`config.mk`:
```
export PLATFORM = sky130hd
export DESIGN_NAME = vga_timing
export DESIGN_NICKNAME = d
export VERILOG_FILES = /design/src/rtl/vga_timing.sv
export SDC_FILE = /design/constraint.sdc
export NUM_CORES = 1
export LEC_CHECK = 0
export ABC_AREA = 1
export CELL_PAD_IN_SITES_DETAIL_PLACEMENT = 1
export CELL_PAD_IN_SITES_GLOBAL_PLACEMENT = 1
export CORE_ASPECT_RATIO = 1.25
export CORE_MARGIN = 2
export CORE_UTILIZATION = 43
export DETAILED_ROUTE_END_ITERATION = 10
export DONT_BUFFER_PORTS = 1
export PLACE_DENSITY = 0.76
export SETUP_SLACK_MARGIN = 0.3
export SLEW_MARGIN = 15
export SYNTH_ARGS = -nofsm -noshare
export SYNTH_HDL_FRONTEND = slang
export SYNTH_SLANG_ARGS = --single-unit
```
`constraint.sdc`:
```
create_clock -name clk -period 1.9 [get_ports clk]
set_input_delay 0.285 -clock clk [delete_from_list [all_inputs] [get_ports clk]]
set_output_delay 0.285 -clock clk [all_outputs]
set_load 0.01 [all_outputs]
```
`src/rtl/vga_timing.sv`:
```
// VGA raster timing source: free-running pixel/line counters with registered sync and blanking decode.
// Define VGA_TIMING_FRAME_CNT_EN to add the 16-bit frame_cnt output used by animation stages.
module vga_timing #(
  parameter int   H_VISIBLE = 800,
  parameter int   H_FP      = 40,
  parameter int   H_SYNC    = 128,
  parameter int   H_BP      = 88,
  parameter int   V_VISIBLE = 600,
  parameter int   V_FP      = 1,
  parameter int   V_SYNC    = 4,
  parameter int   V_BP      = 23,
  parameter logic HSYNC_POL = 1'b1,
  parameter logic VSYNC_POL = 1'b1
) (
  input  logic        clk,
  input  logic        rst,
  output logic [10:0] hcount,
  output logic        hsync,
  output logic        hblnk,
  output logic [10:0] vcount,
  output logic        vsync,
  output logic        vblnk,
`ifdef VGA_TIMING_FRAME_CNT_EN
  output logic        frame_start,
  output logic [15:0] frame_cnt
`else
  output logic        frame_start
`endif
);

  localparam int H_TOTAL = H_VISIBLE + H_FP + H_SYNC + H_BP;
  localparam int V_TOTAL = V_VISIBLE + V_FP + V_SYNC + V_BP;

  // 12-bit constants so a 2048-wide sync end never overflows the compare
  localparam logic [11:0] H_LAST  = 12'(H_TOTAL - 1);
  localparam logic [11:0] H_BLANK = 12'(H_VISIBLE);
  localparam logic [11:0] HS_BEG  = 12'(H_VISIBLE + H_FP);
  localparam logic [11:0] HS_END  = 12'(H_VISIBLE + H_FP + H_SYNC);
  localparam logic [11:0] V_LAST  = 12'(V_TOTAL - 1);
  localparam logic [11:0] V_BLANK = 12'(V_VISIBLE);
  localparam logic [11:0] VS_BEG  = 12'(V_VISIBLE + V_FP);
  localparam logic [11:0] VS_END  = 12'(V_VISIBLE + V_FP + V_SYNC);

  if (H_TOTAL > 2048) begin : g_h_total_chk
    $error("vga_timing: H_TOTAL exceeds 2048");
  end
  if (V_TOTAL > 2048) begin : g_v_total_chk
    $error("vga_timing: V_TOTAL exceeds 2048");
  end

  logic [10:0] h_nxt;
  logic [10:0] v_nxt;
  logic        h_wrap;
  logic        hblnk_nxt;
  logic        hsync_nxt;
  logic        vblnk_nxt;
  logic        vsync_nxt;
  logic        fs_nxt;

  // Decode is taken from the next counter values so every registered output lines up with hcount/vcount
  always_comb begin
    h_wrap = ({1'b0, hcount} == H_LAST);
    h_nxt  = h_wrap ? 11'd0 : hcount + 11'd1;
    v_nxt  = vcount;
    if (h_wrap) begin
      v_nxt = ({1'b0, vcount} == V_LAST) ? 11'd0 : vcount + 11'd1;
    end
    hblnk_nxt = ({1'b0, h_nxt} >= H_BLANK);
    vblnk_nxt = ({1'b0, v_nxt} >= V_BLANK);
    hsync_nxt = (({1'b0, h_nxt} >= HS_BEG) && ({1'b0, h_nxt} < HS_END)) ? HSYNC_POL : ~HSYNC_POL;
    vsync_nxt = (({1'b0, v_nxt} >= VS_BEG) && ({1'b0, v_nxt} < VS_END)) ? VSYNC_POL : ~VSYNC_POL;
    fs_nxt    = (h_nxt == 11'd0) && (v_nxt == 11'd0);
  end

  always_ff @(posedge clk) begin
    if (rst) begin
      hcount      <= 11'd0;
      vcount      <= 11'd0;
      hblnk       <= 1'b0;
      vblnk       <= 1'b0;
      hsync       <= ~HSYNC_POL;
      vsync       <= ~VSYNC_POL;
      frame_start <= 1'b0;
    end else begin
      hcount      <= h_nxt;
      vcount      <= v_nxt;
      hblnk       <= hblnk_nxt;
      vblnk       <= vblnk_nxt;
      hsync       <= hsync_nxt;
      vsync       <= vsync_nxt;
      frame_start <= fs_nxt;
    end
  end

`ifdef VGA_TIMING_FRAME_CNT_EN
  always_ff @(posedge clk) begin
    if (rst) begin
      frame_cnt <= 16'd0;
    end else if (fs_nxt) begin
      frame_cnt <= frame_cnt + 16'd1;
    end
  end
`endif

endmodule

```
==> out/results.tsv, run 1 <==
stage	metric	value	unit
status	status	complete, but fails checks	
status	violations	negative setup slack	
yosys	syn_inst	276	
clock_network	clk_latency	0.28	ns
sta	final_max_slew_viol_count	0	
yosys	yosysTopAreaCellShare	31.5	%
route	drtAntennaViolNets	0	
die	ios	29	
route	wirelength	8.66	mm
yosys	syn-num-nets	280	
sta	timing.slew.headroom	72.4	%
placed_design	dp_hpwl	4.18	mm
yosys	yosysUniqueCellTypes	30	
global_routing	grt_use_total	29.3	%
pwr	vdd_ir_drop_max	447	uV
yosys	synth_area	1720	sq um
sta	setup_violations	4	
route	drt_iter0_drc	172	
clock_network	h-tree-depth	1	
yosys	synth_most_common_cell	nand2_1	
layout	drive_gt1_share	47.2	%
sta	finalCritPeriodShare	104	%
die	coreArea	3820	sq um
sta	fmax	507	MHz
die	dieArea	4520	sq um
layout	finish.net_count	331	
sta	worst_slack	-0.0735	ns
yosys	syn-mean-instance-area	6.22	sq um
pwr	power.leakage	1.17	nW
sta	hold_viol_final	0	
layout	diodes	0	
yosys	yosysTopAreaCell	dfxtp_1	
sta	rsz0062_at_grt	yes	
sta	final.min_clock_period	1.97	ns
clock_network	cts_tree	built	
layout	multi_input_area	1350	sq um
clock_network	clk_pin_slew	0.10	ns
die	row_count	25	
flow_run	max_cap_violations	0	
yosys	yosys-top-cells-area	dfxtp_1 31%, nand2_1 16%, nor2_1 11%	
yosys	synth_edf_count	0	
global_routing	antenna_found_initial	0	
route	wl_per_cell	22.8	um
yosys	ys_top_cells_by_count	71 x nand2_1, 49 x nor2_1, 38 x inv_1	
die	die_h	74.6	um
global_routing	grt_max_degree	27	
clock_network	cts_buffer_depth	2	
die	start_util	45.0	%
setup_path	r2r_slack	-0.07	ns
sta	tightest_slew	0.411	ns
placed_design	place_inst	349	
layout	layout.cells.non_filler	380	
route	firstDrtPassIters	4	
setup_path	critPathMaxFanout	5	
global_routing	grt-ovfl-total	0	
setup_path	worst-r2r-cell-count	11	
yosys	synth-main-ff-cell	dfxtp_1	
route	viasPerCell	5.78	
global_routing	grt_pass1_vias	2065	
worst_hold_path	hold_path_class	primary input to flip-flop	
setup_path	worstPathRequired	2.13	ns
yosys	postSynth.asyncResetShare	0	%
die	fp.dieW	60.5	um
route	drc_errors	0	
layout	seq_area	568	sq um
placed_design	gp_congestion	0.833	
clock_network	numCtsBuffers	3	
setup_path	cp-start-kind	flip-flop	
sta	fin_skew	0.00378	ns
yosys	ys_ff_latch	27	
setup_path	crit_type	flip-flop to flip-flop	
pwr	total_power	0.961	mW
yosys	yosysWarnings	0	
setup_path	end_kind	flip-flop	
clock_network	clock-sinks	27	
global_routing	grt_pass1_wl	9.88	mm
clock_network	cts-root-buf	clkbuf_8	
pwr	power.density	375	nW/um^2
layout	fillers	484	
worst_hold_path	holdPathStages	1	
yosys	ys_seq_area_share	31.5	%
route	vias	2196	
sta	holdWs	0.0524	ns
setup_path	critPathArrivalTime	2.20	ns
clock_network	postCtsHoldBufs	0	
layout	area_growth	49.4	%
placed_design	portBuffers	0	
worst max-delay path, cell delays in order (launching register included):
cell     delay, ns
dfxtp_2       0.37
buf_4         0.14
nand4_1       0.25
nor2_4        0.25
nand3_1       0.15
nand2_2       0.13
inv_2         0.07
nor2_2        0.10
nand3_1       0.10
nor2_1        0.16
nor2_1        0.10
nor2_1        0.10
metal layers:
| layer | wire length (um) | up-vias | GRT usage (%) | part of all wire [%] |
|---|---|---|---|---|
| met4 | 528 | 0 | 13.5 | 6.1 |
| li1 | - | 983 | - | - |
| met1 | 3050 | 1061 | 33.5 | 35 |
| met3 | 462 | 48 | 3.09 | 5.3 |
| met2 | 4620 | 104 | 53.6 | 53 |
| met5 | 0 | - | 0 | 0 |
cells by family (layout without fill, tap and decap cells):
logic type | count (synthesis) | count (layout) | synth area share (%)
AO/OA/AOI/OAI | 17 | 17 | 5.90
AND/OR/NAND/NOR | 184 | 185 | 50.3
adder cells (fa/ha/maj) | 2 | 2 | 1.46
XOR/XNOR | 1 | 1 | 0.510
flip-flops | 27 | 27 | 31.5
buffers and inverters | 45 | 94 | 10.3
stage by stage:
stage	setup WS (ns)	instance area (sq um)	utilization (%)	TNS, ns
global placement	0.0524	1960	51.3	0
global route	-0.180	2560	67.2	-0.674
floorplan	0.291	1740	-	0
CTS	0.139	2230	58.5	0
detailed placement	0.0127	1960	51.3	0
finish	-0.0735	2560	67.2	-0.102
timing repair:
item	in CTS	in global routing
setup endpoints to repair	5	14
pin swaps	22	32
gates resized for setup	40	65
setup buffers	11	15
gates cloned	1	0
where the power goes:
part           internal [mW]  switching, mW  total [mW]
registers              0.568        0.00675       0.574
logic                 0.0179         0.0202      0.0381
clock network          0.148          0.201       0.349
total                  0.733          0.228       0.961
cells in the final DEF, fill, tap and decap left out, drive strengths merged:
master / Yosys / final
a21oi: 4 / 4
nand3: 31 / 31
inv: 40 / 40
nand3b: 1 / 1
nand2: 77 / 77
nor2: 57 / 58
clkinv: 0 / 1
o21bai: 1 / 1
ha: 2 / 2
nor3: 5 / 5
dfxtp: 27 / 27
xor2: 1 / 1
o21ai: 11 / 11
a21boi: 1 / 1
clkbuf: 4 / 3
nor3b: 1 / 1
buf: 1 / 50
nand4: 12 / 12
state kept, by name (all words and copies together) (netlist names):
name	flops
frame_start	1
hblnk	1
hcount	11
hsync	1
vblnk	1
vcount	11
vsync	1
final cells by class:
class | instances | area share, %
Multi-Input combinational cell | 205 | 52.5
Sequential cell | 27 | 22.1
Timing Repair Buffer | 50 | 15.1
Inverter | 40 | 5.85
Tap cell | 54 | 2.63
Clock buffer | 3 | 1.61
Clock inverter | 1 | 0.195
final timing paths:
path | start | end
worst max-delay path | hcount[1] | hsync
worst min-delay path | rst | vcount[1]
worst max register to register | hcount[1] | hsync
worst min register to register | hcount[0] | hcount[0]
Power figures use the tool's default switching activity.
==> inputs of run 2 (changes only) <==
Clock period 1.9 ns to 2.2 ns, I/O delays scaled along.
==> run 2 against run 1 <==
Against the previous run: the flow now finishes without violations; non-clock buffer count shrank 33; critical path depth is the same; clock skew grew 0.011 ns; critical endpoint is now vblnk; highest routed layer unchanged.
==> out/results.tsv, run 2 (synthesis results as in run 1) <==
stage	metric	value	unit
setup_path	slowest_delay	0.37	ns
global_routing	grt_pass1_wl	7.73	mm
sta	tightest_slew	0.296	ns
die	coreArea	3820	sq um
placed_design	post-place-ws	0.263	ns
pwr	power.leakage	0.994	nW
route	wirelength	5.62	mm
sta	hold_viol_final	0	
setup_path	crit_type	flip-flop to flip-flop	
sta	finalCritPeriodShare	83.2	%
clock_network	postCtsHoldBufs	0	
setup_path	critPathArrivalTime	2.07	ns
die	die_h	74.6	um
global_routing	grt-ovfl-total	0	
route	vias	1831	
flow_run	max_cap_violations	0	
clock_network	clk_latency	0.29	ns
layout	multi_input_area	1170	sq um
die	dieArea	4520	sq um
setup_path	worstPathRequired	2.44	ns
die	row_count	25	
placed_design	dp_hpwl	3.92	mm
layout	area_growth	23.7	%
layout	layout_commonest_cell	nand2_1	
placed_design	gp_congestion	0.830	
pwr	seqPwrFrac	60.2	%
layout	seq_area	554	sq um
die	start_util	45.0	%
clock_network	cts_tree	built	
route	drc_errors	0	
setup_path	cp_slowest_cell	dfxtp_2	
pwr	total_power	0.829	mW
sta	fin_skew	0.0152	ns
pwr	comb_power_share	2.7	%
sta	fmax	546	MHz
route	drt_iter0_drc	82	
sta	worst_slack	0.369	ns
setup_path	cp-start-kind	flip-flop	
clock_network	numCtsBuffers	3	
layout	diodes	0	
pwr	power.internal	0.634	mW
sta	setup_tns	0	ns
route	drtAntennaViolNets	0	
setup_path	path_cells	ha_4, nand2_4, nor2_4, nand3_2, nor2_4, nand4_1, nand2_2, nand2_2, nor2_2, nand2_1, a21oi_2	
placed_design	portBuffers	0	
sta	final.min_clock_period	1.83	ns
status	status	finished, final reports clean	
route	wl_per_cell	16.2	um
setup_path	critPathMaxFanout	7	
setup_path	end_kind	flip-flop	
layout	drive_gt1_share	29.4	%
pwr	power.density	390	nW/um^2
layout	most-common-layout-cells	64 x nand2_1, 40 x nor2_1, 38 x inv_1, 20 x nand3_1, 18 x dfxtp_1	
setup_path	cp_num_buf_inv	0	
setup_path	crit_family	simple AND/OR/NAND/NOR gates	
global_routing	grt_use_total	23.2	%
worst_hold_path	hold_path_class	primary input to flip-flop	
global_routing	antenna_found_initial	0	
route	firstDrtPassIters	4	
global_routing	grt_max_degree	27	
pwr	clockPowerShare	37.0	%
clock_network	h-tree-depth	1	
pwr	vdd_ir_drop_max	256	uV
route	viasPerCell	5.28	
clock_network	cts_buffer_depth	2	
sta	rsz0062_at_grt	yes	
layout	fillers	534	
clock_network	cts-root-buf	clkbuf_8	
sta	timing.slew.headroom	80.3	%
die	fp.dieW	60.5	um
die	ios	29	
clock_network	clk_pin_slew	0.11	ns
pwr	power_switching	0.195	mW
pwr	swShare	23.6	%
sta	final_max_slew_viol_count	0	
sta	setup_violations	0	
clock_network	clock-sinks	27	
global_routing	grt_pass1_vias	1767	
layout	finish.net_count	298	
layout	top_regs	hcount x11, vcount x11	
==> run 2: cell types whose count changed in the layout (fill, tap and decap cells not counted), sizes merged <==
cell	change
buf	-33
clkinvlp	+1
clkinv	-1
==> run 2: repair_timing <==
| action | CTS | global route |
|---|---|---|
| setup buffers | 2 | 5 |
| endpoints found under the setup margin | 5 | 5 |
| gates cloned | 0 | 1 |
| pin swaps | 1 | 15 |
| gates resized for setup | 3 | 52 |
==> run 2: worst paths after layout <==
check | startpoint | to | slack, ns | depth (start not counted)
worst max-delay path | hcount[1] | vblnk | 0.37 | 11
worst min-delay path | rst | vblnk | 0.08 | 1
worst max register to register | hcount[1] | vblnk | 0.37 | 11
worst min register to register | hcount[0] | hcount[0] | 0.57 | 2
==> run 2: through the flow <==
step | util (%) | hold WS, ns | instance area (sq um) | std cells
after floorplan | - | 0.536 | 1720 | 276
after global placement | 48.0 | 0.404 | 1830 | 335
after CTS | 50.0 | 0.0928 | 1910 | 341
final | 55.6 | 0.0830 | 2120 | 347
after detailed placement | 48.0 | 0.406 | 1830 | 335
after global routing | 55.6 | 0.0799 | 2120 | 347
==> run 2: worst reg2reg max path, delay by kind of cell, from the launching register on <==
kind	cells	cell delay, ns
simple gates	9	1.14
compound gates	1	0.11
fa+ha+maj	1	0.17
flops	1	0.37
==> run 2: layout make-up <==
class	count	area share [%]
clock buffers	3	1.94
clock inverters	1	0.354
inverters	40	7.07
multi-input cells	205	55.3
flip-flops and latches	27	26.1
well taps	54	3.18
repair buffers	17	6.01
==> run 2: per-layer routing <==
| metal | global-route usage, % | vias up | share of wire, % |
|---|---|---|---|
| li1 | - | 909 | - |
| met1 | 25.7 | 865 | 40 |
| met2 | 43.2 | 45 | 54 |
| met3 | 3.09 | 12 | 3.3 |
| met4 | 10.4 | 0 | 2.6 |
| met5 | 0 | - | 0 |
==> run 2: power by group through the flow <==
stage | combinational, mW | clock [mW] | sequential [mW]
5_1_grt | 0.0277 | 0.320 | 0.500
3_5_place_dp | 0.0206 | 0 | 0.509
3_3_place_gp | 0.0207 | 0 | 0.509
6_report | 0.0228 | 0.307 | 0.499
4_1_cts | 0.0207 | 0.305 | 0.498
2_1_floorplan | 0.0163 | 0 | 0.512
==> inputs of run 3 (changes only) <==
Clock period 2.2 ns to 1.7 ns, I/O delays scaled along.
==> run 3 against run 2 <==
Against the previous run: the run now fails in 5_1_grt; area after synthesis unchanged; synthesized cell count unchanged.
==> out/results.tsv, run 3 <==
stage	metric	value	unit
placed_design	dpl-instance-area	2280	sq um
clock_network	postCtsHoldBufs	0	
die	fp.dieW	60.5	um
yosys	yosysTopAreaCellShare	31.5	%
global_routing	grt-ovfl-total	151	
yosys	ys_top_cells_by_count	71 x nand2_1, 49 x nor2_1, 38 x inv_1	
yosys	ys_ff_latch	27	
yosys	syn-mean-instance-area	6.22	sq um
yosys	yosys-top-cells-area	dfxtp_1 31%, nand2_1 16%, nor2_1 11%	
sta	worstEndpointType	sequential cell input	
die	row_count	25	
yosys	synth-main-ff-cell	dfxtp_1	
status	status	aborted with a tool error	
placed_design	portBuffers	0	
yosys	ys_seq_area_share	31.5	%
status	error	[ERROR GRT-0232] Routing congestion too high. Check the congestion heatmap in the GUI.	
die	start_util	45.0	%
global_routing	grt_use_total	75.4	%
clock_network	cts_buffer_depth	2	
clock_network	h-tree-depth	1	
yosys	yosysTopAreaCell	dfxtp_1	
placed_design	gp_congestion	0.831	
yosys	synth_most_common_cell	nand2_1	
yosys	postSynth.asyncResetShare	0	%
yosys	yosysWarnings	0	
placed_design	place_inst	383	
die	die_h	74.6	um
die	ios	29	
status	stop_stage	5_1_grt	
yosys	syn-num-nets	280	
clock_network	numCtsBuffers	3	
yosys	syn_inst	276	
clock_network	clock-sinks	27	
sta	postGrtWorstEndpoint	vsync$_SDFF_PP0_/D	
placed_design	dp_hpwl	4.91	mm
yosys	synth_edf_count	0	
yosys	synth_area	1720	sq um
clock_network	cts-root-buf	clkbuf_8	
placed_design	post-place-ws	-0.147	ns
global_routing	grt_max_degree	27	
yosys	yosysUniqueCellTypes	30	
[run 3: cell counts after synthesis]
No cell type changed its count.
[run 3: cell families after synthesis]
| group | after synthesis | synth area share, % |
|---|---|---|
| AO/OA/AOI/OAI | 17 | 5.90 |
| XOR/XNOR | 1 | 0.510 |
| adder cells (fa/ha/maj) | 2 | 1.46 |
| buffers and inverters | 45 | 10.3 |
| flip-flops | 27 | 31.5 |
| AND/OR/NAND/NOR | 184 | 50.3 |
[run 3: per-layer routing]
layer / GRT usage (%) / overflow
met1: 71.3 / 0
met2: 102 / 89
met3: 40.4 / 0
met4: 96.4 / 62
met5: 0 / 0
[run 3: per-stage QoR]
stage | utilization, % | hold slack (ns) | setup TNS, ns
2_1_floorplan | - | 0.464 | 0
3_3_place_gp | 59.8 | 0.319 | -0.192
3_5_place_dp | 59.8 | 0.322 | -0.519
4_1_cts | 68.9 | 0.0227 | -0.337
[run 3: timing repair]
| item | 4_1_cts |
|---|---|
| pin swaps | 25 |
| gates cloned | 1 |
| setup buffers | 11 |
| hold endpoints to repair | 0 |
| gates resized for setup | 63 |
| setup endpoints to repair | 18 |
==> inputs of run 4 (changes only) <==
Settings changed: CELL_PAD_IN_SITES_DETAIL_PLACEMENT 1 to unset, CELL_PAD_IN_SITES_GLOBAL_PLACEMENT 1 to unset, CORE_ASPECT_RATIO 1.25 to unset, CORE_UTILIZATION 43 to 40, PLACE_DENSITY 0.76 to unset, PLACE_DENSITY_LB_ADDON set to 0.15, SETUP_SLACK_MARGIN 0.3 to unset.
==> run 4 against run 3 <==
Against the previous run: the flow now finishes, with violations (negative setup slack).
==> out/results.tsv, run 4 (synthesis results as in run 1) <==
stage	metric	value	unit
status	status	complete, but fails checks	
status	violations	negative setup slack	
setup_path	cp_num_buf_inv	0	
layout	most-common-layout-cells	62 x nand2_1, 57 x buf_4, 40 x nor2_1, 38 x inv_1, 20 x nand3_1	
setup_path	crit_cells	11	
worst_hold_path	holdPathStages	1	
die	coreArea	4060	sq um
route	drtAntennaViolNets	0	
die	start_util	42.3	%
route	viasPerCell	4.94	
sta	worst_slack	-0.0561	ns
setup_path	cp_slowest_cell	dfxtp_2	
layout	layout_commonest_cell	nand2_1	
die	die_h	69.5	um
sta	setup_violations	6	
sta	finalCritPeriodShare	103	%
die	fp.dieW	69.5	um
global_routing	grt_pass1_vias	1861	
setup_path	worstPathRequired	1.90	ns
die	dieArea	4830	sq um
sta	final.min_clock_period	1.76	ns
sta	timing.slew.headroom	81.0	%
clock_network	h-tree-depth	1	
sta	fin_skew	0.00972	ns
layout	area_growth	46.4	%
placed_design	dp_hpwl	3.65	mm
die	row_count	23	
layout	top_regs	hcount x11, vcount x11	
setup_path	slowest_delay	0.36	ns
flow_run	max_cap_violations	0	
pwr	comb_power_share	3.8	%
layout	finalInstanceArea	2510	sq um
route	firstDrtPassIters	4	
pwr	swShare	21.4	%
layout	finish.net_count	342	
pwr	power_switching	0.224	mW
layout	fillers	388	
clock_network	cts_tree	built	
setup_path	path_cells	ha_4, nand2_4, nor2_4, nand2_4, nor2_8, nand3_4, o21ai_4, nand2_2, nor2_4, nand2_1, a21oi_1	
route	wirelength	5.11	mm
sta	final_max_slew_viol_count	0	
clock_network	cts_buffer_depth	2	
pwr	total_power	1.05	mW
global_routing	grt_use_total	21.4	%
sta	rsz0062_at_grt	yes	
setup_path	crit_family	simple AND/OR/NAND/NOR gates	
setup_path	critPathArrivalTime	1.96	ns
global_routing	grt_max_degree	27	
route	wl_per_cell	13.2	um
route	vias	1913	
setup_path	worst-r2r-cell-count	11	
clock_network	clk_latency	0.28	ns
global_routing	grt_pass1_wl	8.44	mm
worst_hold_path	hold_path_class	primary input to flip-flop	
setup_path	critPathMaxFanout	5	
global_routing	grt-ovfl-total	0	
clock_network	cts-root-buf	clkbuf_8	
pwr	power.leakage	1.21	nW
pwr	seqPwrFrac	61.4	%
placed_design	portBuffers	0	
layout	drive_gt1_share	38.9	%
placed_design	gp_congestion	0.840	
clock_network	numCtsBuffers	3	
pwr	power.density	418	nW/um^2
setup_path	cp-start-kind	flip-flop	
layout	layout.cells.non_filler	387	
pwr	power.internal	0.826	mW
setup_path	crit_type	flip-flop to flip-flop	
clock_network	clock-sinks	27	
layout	diodes	0	
sta	hold_viol_final	0	
pwr	vdd_ir_drop_max	310	uV
route	drc_errors	0	
global_routing	antenna_found_initial	0	
sta	fmax	569	MHz
pwr	clockPowerShare	34.8	%
clock_network	clk_pin_slew	0.09	ns
placed_design	dpl-instance-area	2130	sq um
sta	tightest_slew	0.284	ns
placed_design	place_inst	370	
setup_path	end_kind	flip-flop	
die	ios	29	
route	drt_iter0_drc	118	
## run 4: power groups by stage
stage | Sequential, mW | Combinational [mW] | Clock [mW]
floorplan | 0.663 | 0.0215 | 0
global placement | 0.658 | 0.0319 | 0
detailed placement | 0.658 | 0.0318 | 0
CTS | 0.645 | 0.0366 | 0.378
global route | 0.646 | 0.0446 | 0.406
finish | 0.645 | 0.0398 | 0.365
## run 4: through the flow
stage	util (%)	TNS, ns	setup slack (ns)	hold WS, ns
2_1_floorplan	-	0	0.0433	0.468
3_3_place_gp	52.4	-0.453	-0.135	0.321
3_5_place_dp	52.4	-0.531	-0.150	0.322
4_1_cts	57.6	-0.00537	-0.00537	0.0235
5_1_grt	61.9	-0.921	-0.173	0.0149
6_report	61.9	-0.171	-0.0561	0.0271
## run 4: final cells by class
cell class / count / area, sq um / area share, %
tap: 50 / 62.6 / 2.49
multi-input combinational: 206 / 1240 / 49.3
timing repair buffer: 60 / 462 / 18.4
sequential: 27 / 554 / 22.1
inverter: 40 / 150 / 5.98
clock buffer: 4 / 45.0 / 1.79
## run 4: what timing repair did
item                                    4_1_cts  5_1_grt
endpoints found under the setup margin        6        7
gates resized for setup                      31       34
endpoints found under the hold margin         0        0
cloned                                        2        0
buffers inserted                              4        8
hold buffers                                  0        0
pin swaps                                    13       28
## run 4: worst reg2reg max path, cell delays in order, from the launching register on
cell and delay (ns):
dfxtp_2 0.36, ha_4 0.17, nand2_4 0.06, nor2_4 0.14
nand2_4 0.11, nor2_8 0.17, nand3_4 0.12, o21ai_4 0.17
nand2_2 0.09, nor2_4 0.10, nand2_1 0.07, a21oi_1 0.13
## run 4: final timing paths
path	to	slack, ns	start
hold reg to reg	hcount[0]	0.58	hcount[0]
setup reg to reg	vblnk	-0.06	hcount[1]
setup / recovery	vblnk	-0.06	hcount[1]
hold / removal	vcount[0]	0.03	rst
## run 4: metal layers
metal | part of all wire [%] | GRT usage (%) | vias up
li1 | - | - | 994
met1 | 44 | 25.7 | 874
met2 | 50 | 39.0 | 36
met3 | 4.1 | 2.91 | 9
met4 | 1.9 | 6.97 | 0
met5 | 0 | 0 | -
